File: src/rtl/csa_operand_feeder.sv
// Packs a serial term stream into groups of five for the 5:2 CSA stage.
// A0..A2 launch one cycle before B0/B1; a {valid,tag,cnt} sideband is delayed to line up with the CSA result.
module csa_operand_feeder #(
  parameter int DATA_W  = 26,
  parameter int TAG_W   = 4,
  parameter int CSA_LAT = 2
) (
  input  logic              clk,
  input  logic              rst,
  input  logic              in_valid,
  output logic              in_ready,
  input  logic [DATA_W-1:0] in_data,
  input  logic              in_last,
  input  logic              flush,
  output logic [DATA_W-1:0] A0,
  output logic [DATA_W-1:0] A1,
  output logic [DATA_W-1:0] A2,
  output logic [DATA_W-1:0] B0,
  output logic [DATA_W-1:0] B1,
  output logic              res_valid,
  output logic [TAG_W-1:0]  res_tag,
  output logic [2:0]        res_cnt
);

  localparam int STAGES = CSA_LAT;

  logic [4:0][DATA_W-1:0]  slots, slots_nxt;
  logic [2:0]              cnt, cnt_nxt;
  logic [TAG_W-1:0]        tag;
  logic [1:0][DATA_W-1:0]  skew;
  logic                    acc, launch;

  logic [STAGES:0]             vld_pipe;
  logic [STAGES:0][TAG_W-1:0]  tag_pipe;
  logic [STAGES:0][2:0]        cnt_pipe;

  assign in_ready = ~rst;
  assign acc      = in_valid & in_ready;

  // Same-cycle accept is folded in before the launch decision, so flush sees it.
  always_comb begin
    slots_nxt = slots;
    cnt_nxt   = cnt;
    if (acc) begin
      slots_nxt[cnt] = in_data;
      cnt_nxt        = cnt + 3'd1;
    end
  end

  assign launch = (acc & ((cnt == 3'd4) | in_last)) | (flush & (cnt_nxt != 3'd0));

  always_ff @(posedge clk) begin
    if (rst) begin
      slots    <= '0;
      cnt      <= '0;
      tag      <= '0;
      skew     <= '0;
      A0       <= '0;
      A1       <= '0;
      A2       <= '0;
      B0       <= '0;
      B1       <= '0;
      vld_pipe <= '0;
      tag_pipe <= '0;
      cnt_pipe <= '0;
    end else begin
      A0   <= launch ? slots_nxt[0] : '0;
      A1   <= launch ? slots_nxt[1] : '0;
      A2   <= launch ? slots_nxt[2] : '0;
      // Skew register holds the B half for one cycle to match the CSA's internal stagger.
      skew <= launch ? {slots_nxt[4], slots_nxt[3]} : '0;
      B0   <= skew[0];
      B1   <= skew[1];
      if (launch) begin
        slots <= '0;
        cnt   <= '0;
        tag   <= tag + 1'b1;
      end else begin
        slots <= slots_nxt;
        cnt   <= cnt_nxt;
      end
      vld_pipe <= {vld_pipe[STAGES-1:0], launch};
      tag_pipe <= {tag_pipe[STAGES-1:0], tag};
      cnt_pipe <= {cnt_pipe[STAGES-1:0], cnt_nxt};
    end
  end

  assign res_valid = vld_pipe[STAGES];
  assign res_tag   = tag_pipe[STAGES];
  assign res_cnt   = cnt_pipe[STAGES];

endmodule

File: config.mk
export PLATFORM = sky130hd
export DESIGN_NAME = csa_operand_feeder
export DESIGN_NICKNAME = d
export VERILOG_FILES = /design/src/rtl/csa_operand_feeder.sv
export SDC_FILE = /design/constraint.sdc
export NUM_CORES = 1
export LEC_CHECK = 0
export CORE_MARGIN = 1
export CORE_UTILIZATION = 38
export DETAILED_ROUTE_END_ITERATION = 10
export GPL_ROUTABILITY_DRIVEN = 0
export PLACE_DENSITY_LB_ADDON = 0.12
export SLEW_MARGIN = 30
export SYNTH_ARGS = -nofsm -noshare
export SYNTH_HDL_FRONTEND = slang
export SYNTH_SLANG_ARGS = --single-unit
File: constraint.sdc
create_clock -name clk -period 1.95 [get_ports clk]
set_input_delay 0.2925 -clock clk [delete_from_list [all_inputs] [get_ports clk]]
set_output_delay 0.2925 -clock clk [all_outputs]
set_load 0.1 [all_outputs]
# Word-level counts from Yosys, hierarchy flattened
# Index checks and enable logic that the tools add are counted.
dict set report classes {
  addsub 2
  order_cmp 2
  n_eq_ne 1
  n_mux 5
  bitwise_logic 7
  reduce_logical 4
}
# operator count
set ops {}
lappend ops {{$bwmux 130} 1}
lappend ops {{$mux 130} 1}
lappend ops {{$demux 26 s3} 1}
lappend ops {{$mux 26} 1}
lappend ops {{$add 4x1->4 const B} 1}
lappend ops {{$lt 3x4->1 const B} 1}
lappend ops {{$reduce_or 2->1} 2}
lappend ops {{$add 3x1->3 const B} 1}
lappend ops {{$and 1x1->1} 3}
lappend ops {{$eq 3x3->1 const B} 1}
lappend ops {{$ge 3x1->1 const B} 1}
lappend ops {{$mux 3} 1}
lappend ops {{$reduce_bool 3->1} 1}
lappend ops {{$not 1->1} 2}
lappend ops {{$or 1x1->1} 2}
lappend ops {{$logic_and 1x1->1} 1}
dict set report word_totals {
  regBits 343
  inputBits 31
  output_inout_bits 139
  elab_cells 42
}

# Logic depth before layout (Yosys ltp)
dict set report depth {
  word_depth 8
  depth_mapped 10
  depth_no_buf 8
}

# Least setup slack after synthesis
# Ideal clock, no wire load.
dict set report synth_timing {
  kind {flip-flop to flip-flop}
  startpoint {reg cnt[0]}
  endpoint {reg slots[0] in the netlist's numbering}
  setup_time_ps 63
  t_arrival_ps 2093
  required_ps 1887
  setup_slack_ps -207
  stages_incl_launch_ff 10
  path_buffers 3
  period_less_slack_ps 2157
  path_cell_list {dfxtp_1 inv_1 ha_1 and4bb_1 a211oi_2 or4_1 buf_2 buf_6 buf_8 nor2_4}
}
dict set report synth_between {
  elab_chain_cells 6
  elab_cells_between_ends 16
  classes_between {1 x add/sub; 2 x order compare; 1 x eq/ne; 5 x mux; 4 x bitwise; 3 x reduce/logical}
}
# item line
set synth_lines {}
lappend synth_lines {{start: declaration} 28} ;# logic [2:0] cnt, cnt_nxt;
lappend synth_lines {{start signal: assignment} 80} ;# cnt <= cnt_nxt;
lappend synth_lines {{$lt 3x4->1 (not written as such), or another cell as far along} 45} ;# slots_nxt[cnt] = in_data;
lappend synth_lines {{$logic_and 1x1->1 (not written as such) / $mux 3 (equally long branches)} {45, 44}}
lappend synth_lines {{$mux 26 (not written as such) / $reduce_bool 3->1 (equally long branches)} {45, 50}}
lappend synth_lines {{$demux 26 s3 / $and 1x1->1 (equally long branches)} {45, 50}}
lappend synth_lines {{$bwmux 130 / $or 1x1->1 (equally long branches)} {45, 50}}
lappend synth_lines {{$mux 130 / $reduce_or 2->1 (equally long branches)} --}
lappend synth_lines {{end signal: assignment} 79} ;# slots <= slots_nxt;
lappend synth_lines {{end: declaration} 27} ;# logic [4:0][DATA_W-1:0] slots, slots_nxt;
# Several ways; a longest one is shown, not always the timed one.
# A chain may end at the register's enable or synchronous reset.

# Worst setup path in the final report
dict set report layout_timing {
  startpoint {reg cnt[1]}
  endpoint {reg skew[17] in the netlist's numbering}
}
dict set report layout_between {
  elab_chain_cells 7
  elab_cells_between_ends 17
  classes_between {1 x add/sub; 2 x order compare; 1 x eq/ne; 5 x mux; 5 x bitwise; 3 x reduce/logical}
}
# item line
set layout_lines {}
lappend layout_lines {{$add 3x1->3} 46} ;# cnt_nxt = cnt + 3'd1;
lappend layout_lines {{$mux 3} 44} ;# if (acc) begin
lappend layout_lines {{$reduce_bool 3->1} 50} ;# assign launch = (acc & ((cnt == 3'd4) | in_last)) | (flush & (cnt_nxt != 3'd0));
lappend layout_lines {{$and 1x1->1} 50}
lappend layout_lines {{$or 1x1->1} 50}
lappend layout_lines {{$not 1->1 (no source line)} --}
lappend layout_lines {{$reduce_or 2->1 (no source line)} --}
lappend layout_lines {{end signal: assignment} 71} ;# skew <= launch ? {slots_nxt[4], slots_nxt[3]} : '0;
lappend layout_lines {{end: declaration} 30} ;# logic [1:0][DATA_W-1:0] skew;
# Several ways; a longest one is shown, not always the timed one.

==> tab_implementation.tex <==
\begin{tabular}{lr}
\hline
Metric & Value \\
\hline
\multicolumn{2}{l}{\textbf{Timing}} \\
RSZ-0062 raised after global routing & true \\
Max-slew violations & 0 \\
Slew at the pin closest to its max-slew limit & 487 ps \\
Shortest period the worst path allows & just under 2000 ps \\
Top achievable clock speed & 0.516 GHz \\
Final hold violations & 0 \\
PnR worst setup slack & 10.2 ps \\
Relative slew margins & 0.675 \\
Final total negative setup slack & 0 ps \\
Endpoints failing setup & 0 \\
Share of the cycle needed by the critical path after routing & 0.995 \\
Worst clock skew on the final layout & about 13 ps \\
Min Hold Slack & about 350 ps \\
\multicolumn{2}{l}{\textbf{Route}} \\
Detailed-route vias per instance & between 4 and 5 \\
Number of nets still failing antenna checks after routing & 0 \\
Detail Route met3 WL & just over 1 mm \\
Total vias in the final route & between 6000 and 7000 \\
Routed length on met2 & between 10 and 15 mm \\
Max Used Layer & met4 \\
Post-detailed-routing wire length & roughly 22 mm \\
Detailed-route wire length on metal 1 & between 10 and 15 mm \\
Iteration-0 DRC Markers & roughly 260 \\
Routed wire length per instance & 14.8 µm \\
Number of optimization iterations in the first detailed-route pass & 4 \\
DRC violations left & 0 \\
\multicolumn{2}{l}{\textbf{Setup path}} \\
Crit-path max cell delay & $\sim$360 ps \\
Kind of cell with the highest combined delay on the critical path & simple AND/OR/NAND/NOR gates \\
Setup crit start kind & register \\
Ordered cell list for the critical path & inv\_2, ha\_4, and4bb\_1, a211oi\_2, nor3\_2, or2\_4, clkbuf\_16, nor2\_1 \\
Kind of capture point of the worst setup path & register \\
Critical path type & register to register \\
CP Data Arrival Time & between 2000 and 2500 ps \\
Buffers and inverters on the worst path & 2 \\
Crit-path max FO & 13 \\
Highest-delay cell along the critical path & sky130\_fd\_sc\_hd\_\_dfxtp\_2 \\
CP Data Required Time & around 2400 ps \\
\multicolumn{2}{l}{\textbf{Clocking}} \\
Clock-pin slew of the registers on the worst-case setup and hold paths & approximately 60 ps \\
CTS tree & built \\
Total clock buffers created by CTS & 37 \\
Clock Latency Late Sink & 500 ps \\
Deepest level of the CTS H-tree & 2 \\
Clock root buffer & sky130\_fd\_sc\_hd\_\_clkbuf\_16 \\
Total clock sinks & approximately 340 \\
Maximum buffer depth of the clock tree & 3 \\
\multicolumn{2}{l}{\textbf{Worst hold path}} \\
Worst min-delay path class & input pin to register \\
\multicolumn{2}{l}{\textbf{Floorplan}} \\
Floorplan core area & 0.0269 mm² \\
Width of the chip & around 170 µm \\
Die H & 167 µm \\
Initial Utilization & 0.385 \\
Ports placed on the boundary & 170 \\
Number of rows created at floorplan & 60 \\
Area of the die & $\sim$0.028 mm² \\
\multicolumn{2}{l}{\textbf{GRT}} \\
First-pass GRT wire length & around 34 mm \\
Overflow after GRT & 0 \\
Number of antenna violations at the first check in global routing & 0 \\
Largest net degree at the start of global routing & 68 \\
Via count of the first global-routing pass & 6382 \\
Global router's overall resource usage & 0.156 \\
\multicolumn{2}{l}{\textbf{Synthesis}} \\
Cell taking the most area after synthesis & sky130\_fd\_sc\_hd\_\_dfxtp\_1 \\
Post-synth top area share & 0.663 \\
Biggest area contributors in the synthesized netlist & sky130\_fd\_sc\_hd\_\_dfxtp\_1 (66\%), sky130\_fd\_sc\_hd\_\_mux2i\_1 (13\%), sky130\_fd\_sc\_hd\_\_nor2\_1 (9.4\%), sky130\_fd\_sc\_hd\_\_nor2b\_1 (4.4\%), sky130\_fd\_sc\_hd\_\_buf\_2 (1.4\%) \\
FF+latch count, synth & 343 \\
Synthesized cell area & $\sim$0.010 mm² \\
Synth Warn \# & 0 \\
Top-count cell post-synth & sky130\_fd\_sc\_hd\_\_dfxtp\_1 \\
Average cell area after synthesis & between 10 and 15 µm² \\
Prevailing post-synth register cell & sky130\_fd\_sc\_hd\_\_dfxtp\_1 \\
Ys async rst share & 0 \\
Synthesized net count & between 900 and 1000 \\
Sequential fraction of the synthesis area & 0.663 \\
Gate Count Post-Synth & roughly 920 \\
Synth cell count leaders & sky130\_fd\_sc\_hd\_\_dfxtp\_1 (343), sky130\_fd\_sc\_hd\_\_nor2\_1 (260), sky130\_fd\_sc\_hd\_\_mux2i\_1 (132) \\
Number of flops mapped to enable cells by yosys & 0 \\
Number of unique standard cell types used by synthesis & 32 \\
\multicolumn{2}{l}{\textbf{Cells and area}} \\
Nets & 1147 \\
Number of antenna repair diodes & 0 \\
Post-layout instance area & between 0.01 and 0.015 mm² \\
P\&R area growth vs syn & 33.2\% \\
Share of final-layout standard cells stronger than drive strength 1 & 0.269 \\
\multicolumn{2}{l}{\textbf{Outcome}} \\
Status & finished, final reports clean \\
\multicolumn{2}{l}{\textbf{Placement}} \\
Final HPWL DP & roughly 14 mm \\
Count of buffers from port buffering & between 150 and 200 \\
Dpl ws & -316 ps \\
Cell area after placement & roughly 0.012 mm² \\
\multicolumn{2}{l}{\textbf{Job}} \\
Max-Cap Viols & 0 \\
\multicolumn{2}{l}{\textbf{Pwr}} \\
Worst supply voltage drop on vdd & between 0.0005 and 0.0006 V \\
Power density over the cells & 1070 mW/mm² \\
Leakage power figure & 6.18 nW \\
Tot Pwr & approximately 15 mW \\
\hline
\end{tabular}
[power breakdown]
group / internal [mW] / switching (mW)
Combinational: 0.310 / 0.577
Sequential: 7.08 / 0.0243
Clock: 4.07 / 2.65
[stage by stage]
step	utilization	std cells
after global placement	0.458	1409
final	0.513	1480
after detailed placement	0.458	1409
after global routing	0.513	1480
after CTS	0.504	1475
after floorplan	-	915
[worst reg2reg max path: stages (launching register included)]
cell and delay [ps]:
sky130_fd_sc_hd__dfxtp_2 360, sky130_fd_sc_hd__inv_2 50, sky130_fd_sc_hd__ha_4 260, sky130_fd_sc_hd__and4bb_1 190, sky130_fd_sc_hd__a211oi_2 250, sky130_fd_sc_hd__nor3_2 100
sky130_fd_sc_hd__or2_4 350, sky130_fd_sc_hd__clkbuf_16 210, sky130_fd_sc_hd__nor2_1 110
[placed cells by master (no fill, tap or decap), types with 2 or more instances in the layout]
cell,count
sky130_fd_sc_hd__nor2_1,230
sky130_fd_sc_hd__nor2b_1,72
sky130_fd_sc_hd__dfxtp_1,341
sky130_fd_sc_hd__nor2_4,21
sky130_fd_sc_hd__xor2_1,2
sky130_fd_sc_hd__clkbuf_16,42
sky130_fd_sc_hd__mux2i_1,132
sky130_fd_sc_hd__clkdlybuf4s50_1,29
sky130_fd_sc_hd__nand3_2,2
sky130_fd_sc_hd__or2_4,2
sky130_fd_sc_hd__a21oi_1,2
sky130_fd_sc_hd__buf_4,171
sky130_fd_sc_hd__inv_2,2
sky130_fd_sc_hd__clkinvlp_4,2
sky130_fd_sc_hd__clkbuf_1,9
sky130_fd_sc_hd__ha_1,2
sky130_fd_sc_hd__and2_1,2
sky130_fd_sc_hd__clkbuf_8,11
sky130_fd_sc_hd__inv_1,2
sky130_fd_sc_hd__nand2b_1,2
sky130_fd_sc_hd__buf_12,14
sky130_fd_sc_hd__clkinv_2,4
sky130_fd_sc_hd__nor2_2,19
[what timing repair did]
item                                    in CTS  in global routing
endpoints found under the setup margin      38                220
hold buffers                                 0                  0
pin swaps                                    2                 15
resized for setup                            2                 56
setup buffers                                0                  1
gates cloned                                 1                  4
[state kept, by name, summed over array words and instances (netlist names)]
| signal | flops |
|---|---|
| B0 | 26 |
| cnt | 3 |
| A1 | 26 |
| cnt_pipe | 6 |
| res_cnt | 3 |
| tag | 4 |
| A0 | 26 |
| res_tag | 4 |
| vld_pipe | 3 |
| tag_pipe | 8 |
| B1 | 26 |
| A2 | 26 |
| skew | 52 |
| slots | 130 |
[area by class of cell]
type,instances,area [µm²]
clock buffer,59,1160
clock inverter,6,36.3
fill,2514,13100
inverter,6,28.8
multi-input combinational,505,3290
sequential,343,6870
tap,341,427
timing repair buffer,220,1980
[cells by family (layout without fill, tap and decap cells)]
| family | Yosys count | in the layout | share of synthesized area |
|---|---|---|---|
| compound gates | 5 | 5 | 0.00350 |
| xor+xnor | 3 | 3 | 0.00254 |
| fa+ha+maj | 3 | 3 | 0.00362 |
| buf+inv | 68 | 291 | 0.0378 |
| flops | 343 | 343 | 0.663 |
| mux | 133 | 133 | 0.129 |
| simple gates | 360 | 361 | 0.161 |
[metal layers]
layer / vias up / GRT usage
li1: 3286 / -
met1: 3041 / 0.203
met2: 138 / 0.254
met3: 39 / 0.0355
met4: 0 / 0.0511
met5: - / 0
[path summary, 6_finish.rpt]
| check | slack, ps | end | cells after the start | from |
|---|---|---|---|---|
| hold / removal | 350 | cnt_pipe[2]$_SDFF_PP0_ | 5 | rst |
| setup reg to reg | 10 | skew[17]$_SDFF_PP0_ | 8 | cnt[1]$_SDFF_PP0_ |
| setup / recovery | 10 | skew[17]$_SDFF_PP0_ | 8 | cnt[1]$_SDFF_PP0_ |
| hold reg to reg | 430 | B1[13]$_SDFF_PP0_ | 1 | skew[39]$_SDFF_PP0_ |
(Power assumes the default switching activity.)
